==> config.mk <==
export PLATFORM = sky130hd
export DESIGN_NAME = wf_serial_io_scanner
export DESIGN_NICKNAME = d
export VERILOG_FILES = /design/src/rtl/wf_serial_io_pkg.sv /design/src/rtl/wf_frame_debounce.sv /design/src/rtl/wf_serial_io_scanner.sv
export SDC_FILE = /design/constraint.sdc
export NUM_CORES = 1
export LEC_CHECK = 0
export CAP_MARGIN = 5
export CORE_ASPECT_RATIO = 0.7
export CORE_UTILIZATION = 35
export CTS_BUF_LIST = sky130_fd_sc_hd__clkbuf_16
export DETAILED_ROUTE_END_ITERATION = 7
export PLACE_DENSITY = 0.67
export SLEW_MARGIN = 30
export SYNTH_ARGS = -nofsm -noshare
export SYNTH_HDL_FRONTEND = slang
export SYNTH_SLANG_ARGS = --single-unit
==> constraint.sdc <==
create_clock -name clk -period 3.3 [get_ports clk]
set_input_delay 0.33 -clock clk [delete_from_list [all_inputs] [get_ports clk]]
set_output_delay 0.33 -clock clk [all_outputs]
set_load 0.005 [all_outputs]
==> src/rtl/wf_serial_io_pkg.sv <==
// Shared types and helpers for the serial I/O scanner: FSM state encoding
// and the frame width calculation used by the top and its sub-module.
package wf_serial_io_pkg;

  typedef enum logic [1:0] {
    IDLE     = 2'd0,
    SHIFT_LO = 2'd1,
    SHIFT_HI = 2'd2,
    LATCH    = 2'd3
  } state_t;

  // Total bits per frame: header, column one-hot, padding, row data.
  function automatic int frame_width(input int num_out, input int num_cols,
                                     input int pad_bits, input int num_rows);
    return num_out + num_cols + pad_bits + num_rows;
  endfunction

endpackage

==> src/rtl/wf_frame_debounce.sv <==
// Frame-level debouncer: a received vector must repeat DEBOUNCE frames in a
// row before it is promoted to the stable output; a promotion pulses change.
module wf_frame_debounce
  import wf_serial_io_pkg::*;
#(
  parameter int WIDTH    = 24,
  parameter int DEBOUNCE = 3
) (
  input  logic             clk,
  input  logic             reset,
  input  logic             sample_valid,
  input  logic [WIDTH-1:0] sample,
  output logic [WIDTH-1:0] stable,
  output logic             change
);

  logic [WIDTH-1:0] prev_reg;
  logic [WIDTH-1:0] stable_reg;
  logic [3:0]       cnt_reg;
  logic [3:0]       cnt_next;
  logic             change_reg;

  // Repeat counter: saturating count of identical frames, restart at 1.
  always_comb begin
    cnt_next = 4'd1;
    if (sample == prev_reg) begin
      if (cnt_reg >= 4'(DEBOUNCE)) cnt_next = 4'(DEBOUNCE);
      else                         cnt_next = cnt_reg + 4'd1;
    end
  end

  // Evaluate on each new frame; promote once the repeat count is met.
  always_ff @(posedge clk) begin
    if (reset) begin
      prev_reg   <= '0;
      stable_reg <= '0;
      cnt_reg    <= '0;
      change_reg <= 1'b0;
    end else begin
      change_reg <= 1'b0;
      if (sample_valid) begin
        prev_reg <= sample;
        cnt_reg  <= cnt_next;
        if (cnt_next == 4'(DEBOUNCE) && sample != stable_reg) begin
          stable_reg <= sample;
          change_reg <= 1'b1;
        end
      end
    end
  end

  assign stable = stable_reg;
  assign change = change_reg;

endmodule

==> src/rtl/wf_serial_io_scanner.sv <==
// Serial LED-matrix / input scanner. Each frame shifts out header bits, a
// one-hot column select, padding and inverted row data while shifting the
// board's input chain back in; LOAD frames the transfer (active low).
module wf_serial_io_scanner
  import wf_serial_io_pkg::*;
#(
  parameter int NUM_COLS    = 6,
  parameter int NUM_ROWS    = 8,
  parameter int NUM_OUT     = 8,
  parameter int PAD_BITS    = 2,
  parameter int HALF_PERIOD = 1,
  parameter int DEBOUNCE    = 3,
  localparam int FW = frame_width(NUM_OUT, NUM_COLS, PAD_BITS, NUM_ROWS),
  parameter logic [FW-1:0] IN_INVERT = '0
) (
  input  logic                         clk,
  input  logic                         reset,
  input  logic                         scan_en,
  input  logic [NUM_COLS*NUM_ROWS-1:0] led_state,
  input  logic [NUM_OUT-1:0]           header_outputs,
  output logic                         busy,
  output logic                         frame_done,
  output logic                         overrun,
  output logic [FW-1:0]                in_raw,
  output logic [FW-1:0]                in_stable,
  output logic                         in_change,
  output logic                         CLK_OUT,
  output logic                         MST_OUT_SLV_IN,
  input  logic                         MST_IN_SLV_OUT,
  output logic                         LOAD
);

  localparam int CW = (NUM_COLS > 1) ? $clog2(NUM_COLS) : 1;
  localparam int BW = $clog2(FW);

  state_t          state_reg;
  logic [7:0]      phase_reg;
  logic [BW-1:0]   bit_cnt_reg;
  logic [CW-1:0]   col_idx_reg;
  logic [FW-1:0]   tx_sr_reg;
  logic [FW-1:0]   rx_sr_reg;
  logic [FW-1:0]   in_raw_reg;
  logic            busy_reg;
  logic            load_reg;
  logic            clk_out_reg;
  logic            frame_done_reg;
  logic            overrun_reg;

  logic [NUM_COLS-1:0] col_onehot;
  logic [NUM_ROWS-1:0] col_leds;
  logic [FW-1:0]       tx_frame;
  logic                phase_last;

  // Column select decode, one output per column.
  for (genvar gi = 0; gi < NUM_COLS; gi++) begin : g_col_sel
    assign col_onehot[gi] = (col_idx_reg == CW'(gi));
  end

  // Row data for the active column.
  always_comb begin
    col_leds = '0;
    for (int c = 0; c < NUM_COLS; c++) begin
      if (col_idx_reg == CW'(c)) col_leds = led_state[c*NUM_ROWS +: NUM_ROWS];
    end
  end

  // Rows are driven active low on the board, hence the inversion.
  assign tx_frame   = {header_outputs, col_onehot, {PAD_BITS{1'b0}}, ~col_leds};
  assign phase_last = (phase_reg == 8'(HALF_PERIOD - 1));

  // Frame sequencer: serial clock, shift registers, strobe and column rotation.
  always_ff @(posedge clk) begin
    if (reset) begin
      state_reg      <= IDLE;
      phase_reg      <= '0;
      bit_cnt_reg    <= '0;
      col_idx_reg    <= '0;
      tx_sr_reg      <= '0;
      rx_sr_reg      <= '0;
      in_raw_reg     <= '0;
      busy_reg       <= 1'b0;
      load_reg       <= 1'b1;
      clk_out_reg    <= 1'b0;
      frame_done_reg <= 1'b0;
      overrun_reg    <= 1'b0;
    end else begin
      frame_done_reg <= 1'b0;
      overrun_reg    <= scan_en && (state_reg != IDLE);
      case (state_reg)
        IDLE: begin
          if (scan_en) begin
            state_reg   <= SHIFT_LO;
            busy_reg    <= 1'b1;
            load_reg    <= 1'b0;
            clk_out_reg <= 1'b0;
            tx_sr_reg   <= tx_frame;
            bit_cnt_reg <= '0;
            phase_reg   <= '0;
          end
        end
        SHIFT_LO: begin
          if (phase_last) begin
            phase_reg   <= '0;
            state_reg   <= SHIFT_HI;
            clk_out_reg <= 1'b1;
            rx_sr_reg   <= {rx_sr_reg[FW-2:0], MST_IN_SLV_OUT};
          end else begin
            phase_reg <= phase_reg + 8'd1;
          end
        end
        SHIFT_HI: begin
          if (phase_last) begin
            phase_reg <= '0;
            tx_sr_reg <= {tx_sr_reg[FW-2:0], 1'b0};
            if (bit_cnt_reg < BW'(FW - 1)) begin
              bit_cnt_reg <= bit_cnt_reg + 1'b1;
              clk_out_reg <= 1'b0;
              state_reg   <= SHIFT_LO;
            end else begin
              // Clock is held high through the latch strobe.
              load_reg  <= 1'b1;
              state_reg <= LATCH;
            end
          end else begin
            phase_reg <= phase_reg + 8'd1;
          end
        end
        LATCH: begin
          if (phase_last) begin
            phase_reg      <= '0;
            bit_cnt_reg    <= '0;
            state_reg      <= IDLE;
            clk_out_reg    <= 1'b0;
            busy_reg       <= 1'b0;
            frame_done_reg <= 1'b1;
            in_raw_reg     <= rx_sr_reg ^ IN_INVERT;
            // Advance here so a back-to-back frame already sees the next column.
            if (col_idx_reg == CW'(NUM_COLS - 1)) col_idx_reg <= '0;
            else                                  col_idx_reg <= col_idx_reg + 1'b1;
          end else begin
            phase_reg <= phase_reg + 8'd1;
          end
        end
        default: state_reg <= IDLE;
      endcase
    end
  end

  wf_frame_debounce #(
    .WIDTH    (FW),
    .DEBOUNCE (DEBOUNCE)
  ) u_debounce (
    .clk          (clk),
    .reset        (reset),
    .sample_valid (frame_done_reg),
    .sample       (in_raw_reg),
    .stable       (in_stable),
    .change       (in_change)
  );

  assign busy           = busy_reg;
  assign frame_done     = frame_done_reg;
  assign overrun        = overrun_reg;
  assign in_raw         = in_raw_reg;
  assign CLK_OUT        = clk_out_reg;
  assign MST_OUT_SLV_IN = tx_sr_reg[FW-1];
  assign LOAD           = load_reg;

endmodule

==> results.ini <==
[outcome]
status=complete, but fails checks
violations=design-rule violations

[timing]
final.setup.worst_slack_ns=0.935
setup_viol=0
holdWs_ns=0.366
fmax_mhz=423
finalSetupTns_ns=0
timing.final.max_slew_violations=0
fin_crit_ns=2.36
skew_ns=0.0119
hold_violations=0
rsz0062_at_grt=false
period_share=0.717
maxSlewHeadroom=0.407
worst_pin_slew_ns=0.889

[cts]
clkTransAtPathRegs_ns=0.07
cts-resized-gates=0
h-tree-depth=4
cts_tree=built
clockBufferDepth=2
clkLatencyLatePin_ns=0.42
cts_made_buffers=17
cts.repair_timing.setup_buffer_count=0
hold_buffers=0
cts_root_buf=clkbuf_16
numClockSinks=148

[power_and_ir_drop]
finalPower_mw=4.63
power_density_nw_per_um2=533
sw_frac_of_total=0.284
p_int_mw=3.31
leakage_nw=3.07
p_comb_frac=0.168
irDropWorstVdd_v=0.000371
p_clk_frac=0.409
power_frac_seq=0.423
p_switching_mw=1.31

[detailed_routing]
drt_iter0_drc=498
drc=2
wl_um=16800
firstDrtPassIters=7
via_per_inst=4.96
wire_per_inst_um=14.6
drt.antenna.violating_nets=0
num_vias=5719

[min_path]
hold_class=in -> reg
hold_depth=2
min_from=reset
min_to=u_debounce.prev_reg[7]

[floorplanning]
die_h_um=118
coreArea_sq_um=18900
die_area_sq_um=19800
io_pins=115
die_x_um=168
start_util=0.357
rows=42

[place]
dp_cells=1121
dpl_worst_slack_ns=0.983
placed_area_sq_um=8110
place_congestion=0.785
dp_hpwl_um=11600
portBuffers=114

[setup_path]
cp_max_fo=24
start_kind=flip-flop
required_ns=3.56
reg2reg_slack_ns=0.94
worstPathArrival_ns=2.63
worstSetupEndpointType=flip-flop
reg2regPathDepth=7
path_class=reg -> reg
r2r-start=phase_reg[0]
timing.rr.end=rx_sr_reg[16]

[finish]
final_area_sq_um=8690
mostFrequentLayoutCell=nand2_1
n_antenna_cell=0
finalNetCount=968
final_util=0.461
drive_above_1_share=0.0615
syn_to_final_growth_pct=29.0
final_cells=1152
final_cell_mix=nand2_1 (179), dfxtp_1 (148), clkdlybuf4s50_1 (113)

[global_routing]
use_met2=0.242
antenna_found_initial=0
met3_usage=0.0427
grt_usage=0.176
met1_usage=0.269
grt_pass1_wl_um=27700
grt_pass1_vias=5206
grt_max_degree=72
gr-total-overflow=0
grt-busiest-layer=met1

[synth]
seq_area_frac_synth=0.440
synthFlopType=dfxtp_1
synth_edf_count=0
ys_ff_latch=148
yosysWarnings=0
synthCells=799
synth_nets=869
synth_cell_types=46
synth_area_per_cell_sq_um=8.43
synth_area_sq_um=6740
async_reset_ff_frac=0

[run]
drv_cap=0

cell families (layout without fill, tap and decap cells):
kind of cell / Yosys count / count (layout) / share of synthesized area
AO/OA/AOI/OAI: 127 / 127 / 0.116
XOR/XNOR: 56 / 56 / 0.0728
adder cells (fa/ha/maj): 10 / 10 / 0.0186
flip-flops: 148 / 148 / 0.440
buffers and inverters: 60 / 171 / 0.0351
multiplexers: 72 / 72 / 0.107
AND/OR/NAND/NOR: 326 / 326 / 0.210
cells in the mapped netlist (4+ instances only):
cell type  count  share of area
a211oi_1      14          0.016
a21oi_1       68          0.051
a31oi_1       15          0.014
and3_1         5         0.0046
buf_1          4         0.0022
clkbuf_1      44          0.025
dfxtp_1      148           0.44
ha_1          10          0.019
inv_1          6         0.0033
mux2i_1       72           0.11
nand2_1      179           0.10
nand2b_1       7         0.0065
nand3_1        5         0.0037
nand4_1       11          0.010
nor2_1        77          0.043
nor2b_1        4         0.0037
nor3_1        10         0.0074
nor3b_1        5         0.0056
nor4_1         7         0.0065
o211ai_1       9          0.010
o21ai_0        5         0.0037
xnor2_1       26          0.034
xor2_1        30          0.039
how the worst max path moves through the flow:
stage | from | endpoint | depth (start not counted)
floorplan | col_idx_reg[0] | tx_sr_reg[0] | 10
global placement | phase_reg[0] | rx_sr_reg[20] | 7
detailed placement | phase_reg[0] | rx_sr_reg[5] | 7
CTS | phase_reg[0] | rx_sr_reg[16] | 7
global route | phase_reg[0] | rx_sr_reg[22] | 7
finish | phase_reg[0] | rx_sr_reg[16] | 7
worst max-delay path, cell delays in order (launching register included):
cell and delay (ns):
dfxtp_1 0.35, inv_1 0.11, ha_1 0.17, or4b_4 0.48, nor2_4 0.22, nand2_1 0.53, nand2_1 0.25, a21oi_1 0.09
final cells by class:
| cell class | instances | area [sq um] |
|---|---|---|
| Fill cell | 1800 | 10200 |
| Timing Repair Buffer | 133 | 1280 |
| Tap cell | 242 | 303 |
| Sequential cell | 148 | 2960 |
| Clock inverter | 14 | 155 |
| Clock buffer | 17 | 425 |
| Multi-Input combinational cell | 591 | 3540 |
| Inverter | 7 | 26.3 |
power by group through the flow:
stage	Combinational (mW)	Clock, mW	Sequential (mW)
2_1_floorplan	0.548	0	1.98
3_3_place_gp	0.764	0	2.00
3_5_place_dp	0.774	0	2.00
4_1_cts	0.779	1.93	1.96
5_1_grt	0.871	2.01	1.97
6_report	0.776	1.89	1.96
per-layer routing:
metal	up-vias	routed length (um)	share of wire
met2	123	6870	0.41
met4	0	136	0.0081
met1	2670	9030	0.54
met5	-	0	0
met3	9	770	0.046
li1	2917	-	-
Note: power is estimated with default switching activity, not from simulation.
